===== config.mk =====
export PLATFORM = sky130hd
export DESIGN_NAME = pipeline_stall_controller
export DESIGN_NICKNAME = d
export VERILOG_FILES = /design/src/rtl/pipeline_stall_controller.sv
export SDC_FILE = /design/constraint.sdc
export NUM_CORES = 1
export LEC_CHECK = 0
export CORE_MARGIN = 1
export CORE_UTILIZATION = 45
export CTS_BUF_LIST = sky130_fd_sc_hd__clkbuf_2 sky130_fd_sc_hd__clkbuf_4 sky130_fd_sc_hd__clkbuf_8
export DETAILED_ROUTE_END_ITERATION = 7
export MAX_ROUTING_LAYER = met4
export PLACE_DENSITY = 0.82
export SYNTH_ARGS = -nofsm -noshare
export SYNTH_HDL_FRONTEND = slang
export SYNTH_SLANG_ARGS = --single-unit
export TNS_END_PERCENT = 1

===== constraint.sdc =====
create_clock -name clk -period 2.9 [get_ports clk]
set_clock_uncertainty 0.05 [all_clocks]
set_input_delay 0.725 -clock clk [delete_from_list [all_inputs] [get_ports clk]]
set_output_delay 0.725 -clock clk [all_outputs]
set_load 0.01 [all_outputs]

===== src/rtl/pipeline_stall_controller.sv =====
// Stall/flush sequencer for the 5-stage pipeline: merges ID hazards, EXE branches and
// the multi-cycle SRAM handshake into per-stage freeze/flush controls.
module pipeline_stall_controller #(
  parameter int TIMEOUT = 64,
  parameter int CNT_W   = 32
) (
  input  logic             clk,
  input  logic             rst,
  input  logic             hazard_detected,
  input  logic             branch_taken,
  input  logic             MEM_R_EN_MEM,
  input  logic             MEM_W_EN_MEM,
  input  logic             sram_ready,
  output logic             sram_req,
  output logic             sram_we,
  output logic             freeze_PC,
  output logic             freeze_IF_ID,
  output logic             flush_IF_ID,
  output logic             bubble_ID_EXE,
  output logic             freeze_all,
  output logic             timeout_err,
  output logic [CNT_W-1:0] stall_count
);

  typedef enum logic {RUN, MEM_WAIT} state_t;

  localparam logic [7:0] WAIT_LAST = 8'(TIMEOUT - 1);

  state_t     state, state_nxt;
  logic [7:0] wait_cnt, wait_cnt_nxt;
  logic       served, served_nxt;
  logic       timeout_set;

  function automatic logic [CNT_W-1:0] sat_inc(input logic [CNT_W-1:0] v);
    return (&v) ? v : v + CNT_W'(1);
  endfunction

  always_comb begin
    sram_req      = 1'b0;
    sram_we       = 1'b0;
    freeze_PC     = 1'b0;
    freeze_IF_ID  = 1'b0;
    flush_IF_ID   = 1'b0;
    bubble_ID_EXE = 1'b0;
    freeze_all    = 1'b0;
    state_nxt     = state;
    wait_cnt_nxt  = wait_cnt;
    served_nxt    = served;
    timeout_set   = 1'b0;
    case (state)
      RUN: begin
        // served blocks re-issuing the memory op that just completed
        served_nxt = 1'b0;
        if ((MEM_R_EN_MEM | MEM_W_EN_MEM) & ~served) begin
          sram_req     = 1'b1;
          sram_we      = MEM_W_EN_MEM;
          freeze_all   = 1'b1;
          state_nxt    = MEM_WAIT;
          wait_cnt_nxt = 8'd0;
        end else if (branch_taken) begin
          flush_IF_ID   = 1'b1;
          bubble_ID_EXE = 1'b1;
        end else if (hazard_detected) begin
          freeze_PC     = 1'b1;
          freeze_IF_ID  = 1'b1;
          bubble_ID_EXE = 1'b1;
        end
      end
      MEM_WAIT: begin
        // the ready cycle itself is unfrozen so MEM/WB captures the read data
        freeze_all   = ~sram_ready;
        wait_cnt_nxt = wait_cnt + 8'd1;
        if (sram_ready) begin
          served_nxt = 1'b1;
          state_nxt  = RUN;
        end else if (wait_cnt == WAIT_LAST) begin
          timeout_set = 1'b1;
          served_nxt  = 1'b1;
          state_nxt   = RUN;
        end
      end
      default: state_nxt = RUN;
    endcase
    if (!rst) begin
      sram_req      = 1'b0;
      sram_we       = 1'b0;
      freeze_PC     = 1'b0;
      freeze_IF_ID  = 1'b0;
      flush_IF_ID   = 1'b0;
      bubble_ID_EXE = 1'b0;
      freeze_all    = 1'b0;
    end
  end

  always_ff @(posedge clk or negedge rst) begin
    if (!rst) begin
      state       <= RUN;
      wait_cnt    <= 8'd0;
      served      <= 1'b0;
      timeout_err <= 1'b0;
      stall_count <= '0;
    end else begin
      state    <= state_nxt;
      wait_cnt <= wait_cnt_nxt;
      served   <= served_nxt;
      if (timeout_set) timeout_err <= 1'b1;
      if (freeze_all | freeze_PC) stall_count <= sat_inc(stall_count);
    end
  end

endmodule


==> results.yml <==
critical_path:
  worstPathMaxFanout: 2
  reg2reg_from: "stall_count[18]"
  start_kind: "input pin"
  critical_path_required_ps: 2120
  r2r_slack_ps: 740
  r2r_cells: 4
  regToRegEndpoint: "stall_count[1]"
  critPathKind: "in -> out"
  critPathLaunch: "MEM_W_EN_MEM"
  worstPathArrival_ps: 2010
  end_kind: "output pin"
grt:
  grt_max_degree: 43
  grt_pass1_vias: 1644
  grt_pass1_wl_um: 7850
  grt_usage: 0.209
  grt_antenna_before_repair: 0
  grt_overflow: 0
final_layout:
  seq_area_um2: 1080
  drive_gt1_frac: 0.0992
  syn_to_final_growth_pct: 29.4
  fill_cells: 364
  multiInputGateArea_um2: 1040
  final_nets: 270
  antenna_cells: 0
timing:
  post-route-period-util: 0.961
  slew_violations: 0
  worstMarginPinSlew_ps: 583
  setup_viol: 0
  tns_ps: 0
  max_freq_mhz: 359
  fin_crit_ps: 2790
  worst_slack_ps: 112
  finalHoldViolCount: 0
  holdWs_ps: 184
  rsz0062_at_grt: "no"
  relSlewSlack: 0.606
routing:
  avgRoutedWirePerCell_um: 15.0
  drtIter0Drc: 139
  ant_nets: 0
  finalWirelength_um: 4710
  vias: 1786
  drc: 0
  viasPerCell: 5.69
  first_pass_iters: 4
logic_synthesis:
  synth_top_area_frac: 0.500
  ys_ff_latch: 43
  netlist.top_cell.by_area: "dfrtp_1"
  yosys_warnings: 0
  yosysUniqueCellTypes: 41
  ys_top_cells_by_area: "dfrtp_1 (50%), xnor2_1 (11%), nand4_1 (4.9%), nand3_1 (4.4%), nand2_1 (2.4%)"
  synth_edf_count: 0
  syn_avg_cell_area_um2: 10.4
  synth_area_um2: 2150
  synth-seq-area-share: 0.500
  postSynthNetCount: 216
  synthArstFlopShare: 1.00
  syn_inst: 207
  ys.flop_type: "dfrtp_1"
placed_design:
  place_congestion: 0.823
  dp_hpwl_um: 3310
  preCtsSetupSlack_ps: -135
  io_buffers: 46
clock_network:
  clock-sinks: 43
  htreeDepth: 2
  clockBufferDepth: 2
  worstSkewPairLatency_ps: 300
  cts_buffers: 5
  cts.clk_slew.worst_paths_ps: 80
  tritoncts: "done"
  post-cts-setup-buffers: 0
  clockRootBuffer: "clkbuf_8"
  cts_hold_buf: 0
job:
  cap_violations: 0
floorplanning:
  num_rows: 24
  die_w_um: 71.2
  core_um2: 4470
  io_pins: 47
  die-area_um2: 5060
  die_h_um: 71.2
  start_util: 0.481
power:
  leakage_nw: 1.19
  power_density_nw_per_um2: 564
  ir_drop_mv: 0.507
min_path:
  min_path_type: "in -> async"
outcome:
  outcome: "finished, final reports clean"
==> worst max path at each step <==
stage	to	slack [ps]	cells past startpoint
floorplan	freeze_PC	590	4
global placement	freeze_IF_ID	-110	5
detailed placement	freeze_IF_ID	-130	5
CTS	freeze_PC	-100	5
global route	sram_we	60	3
finish	sram_we	110	3
==> worst max-delay path, cell delays in order <==
cell             delay [ps]
clkdlybuf4s50_1         500
nor4bb_1                210
clkdlybuf4s50_1         580
==> synth_stat cells, types with 2 or more instances <==
| master | instances |
|---|---|
| a21oi_1 | 3 |
| clkbuf_1 | 2 |
| and2_1 | 3 |
| nor2b_1 | 2 |
| xnor2_1 | 28 |
| nand2b_1 | 5 |
| nor3_1 | 4 |
| nand4_1 | 17 |
| a31oi_1 | 2 |
| nand3_1 | 19 |
| and3_1 | 7 |
| nor2_1 | 13 |
| dfrtp_1 | 43 |
| inv_1 | 5 |
| ha_1 | 2 |
| o21ai_0 | 9 |
| o31ai_1 | 2 |
| and4_1 | 5 |
| nand2_1 | 14 |
==> power breakdown <==
group | leakage (nW) | internal, W | total, W | switching, W
clock | 0.0491 | 0.000188 | 0.000389 | 0.000201
combinational | 0.566 | 0.000207 | 0.000404 | 0.000197
sequential | 0.577 | 0.000673 | 0.000778 | 0.000105
==> routing by layer <==
metal / global-route usage / wire [um]
met5: - / 0
met4: 0.104 / 97
met3: 0.0541 / 266
met2: 0.297 / 2200
met1: 0.277 / 2150
==> per-stage QoR <==
stage | power, W | cells | utilization | area, um^2
after CTS | 0.00158 | 314 | 0.619 | 2770
final | 0.00157 | 314 | 0.622 | 2780
after detailed placement | 0.00119 | 306 | 0.600 | 2680
after floorplan | 0.000996 | 207 | - | 2150
after global placement | 0.00118 | 306 | 0.600 | 2680
after global routing | 0.00166 | 314 | 0.622 | 2780
==> cell type report <==
| type | count | share of cell area |
|---|---|---|
| Clock buffer | 7 | 0.0301 |
| Clock inverter | 1 | 0.00180 |
| Inverter | 5 | 0.00674 |
| Multi-Input combinational cell | 155 | 0.374 |
| Sequential cell | 43 | 0.387 |
| Tap cell | 52 | 0.0234 |
| Timing Repair Buffer | 51 | 0.177 |
==> cell families (layout without fill, tap and decap cells) <==
group,Yosys count,count (layout),share of synthesized area
AO/OA/AOI/OAI,26,26,0.0872
flip-flops,43,43,0.500
buffers and inverters,9,64,0.0209
multiplexers,2,2,0.00988
XOR/XNOR,29,29,0.118
AND/OR/NAND/NOR,96,96,0.252
adder cells (fa/ha/maj),2,2,0.0116
==> flip-flops by register name, indices dropped and copies added (netlist names) <==
name	count
timeout_err	1
stall_count	32
state	1
served	1
wait_cnt	8
==> cells in the final DEF (no fill, tap or decap), types with 2 or more instances in the layout <==
cell type	instances
a21oi_1	3
a31oi_1	2
and2_1	3
and3_1	7
and4_1	5
buf_4	5
clkbuf_4	2
clkbuf_8	5
clkdlybuf4s50_1	39
dfrtp_1	43
dlygate4sd2_1	4
dlymetal6s2s_1	2
ha_1	2
inv_1	5
nand2_1	14
nand2b_1	5
nand3_1	18
nand4_1	17
nor2_1	12
nor2b_1	2
nor3_1	4
o21ai_0	9
o31ai_1	2
xnor2_1	28
==> repair_timing <==
action | in CTS | in global routing
pin swaps | 0 | 0
setup endpoints to repair | 6 | 2
gates resized for setup | 5 | 4
Power figures use the tool's default switching activity.
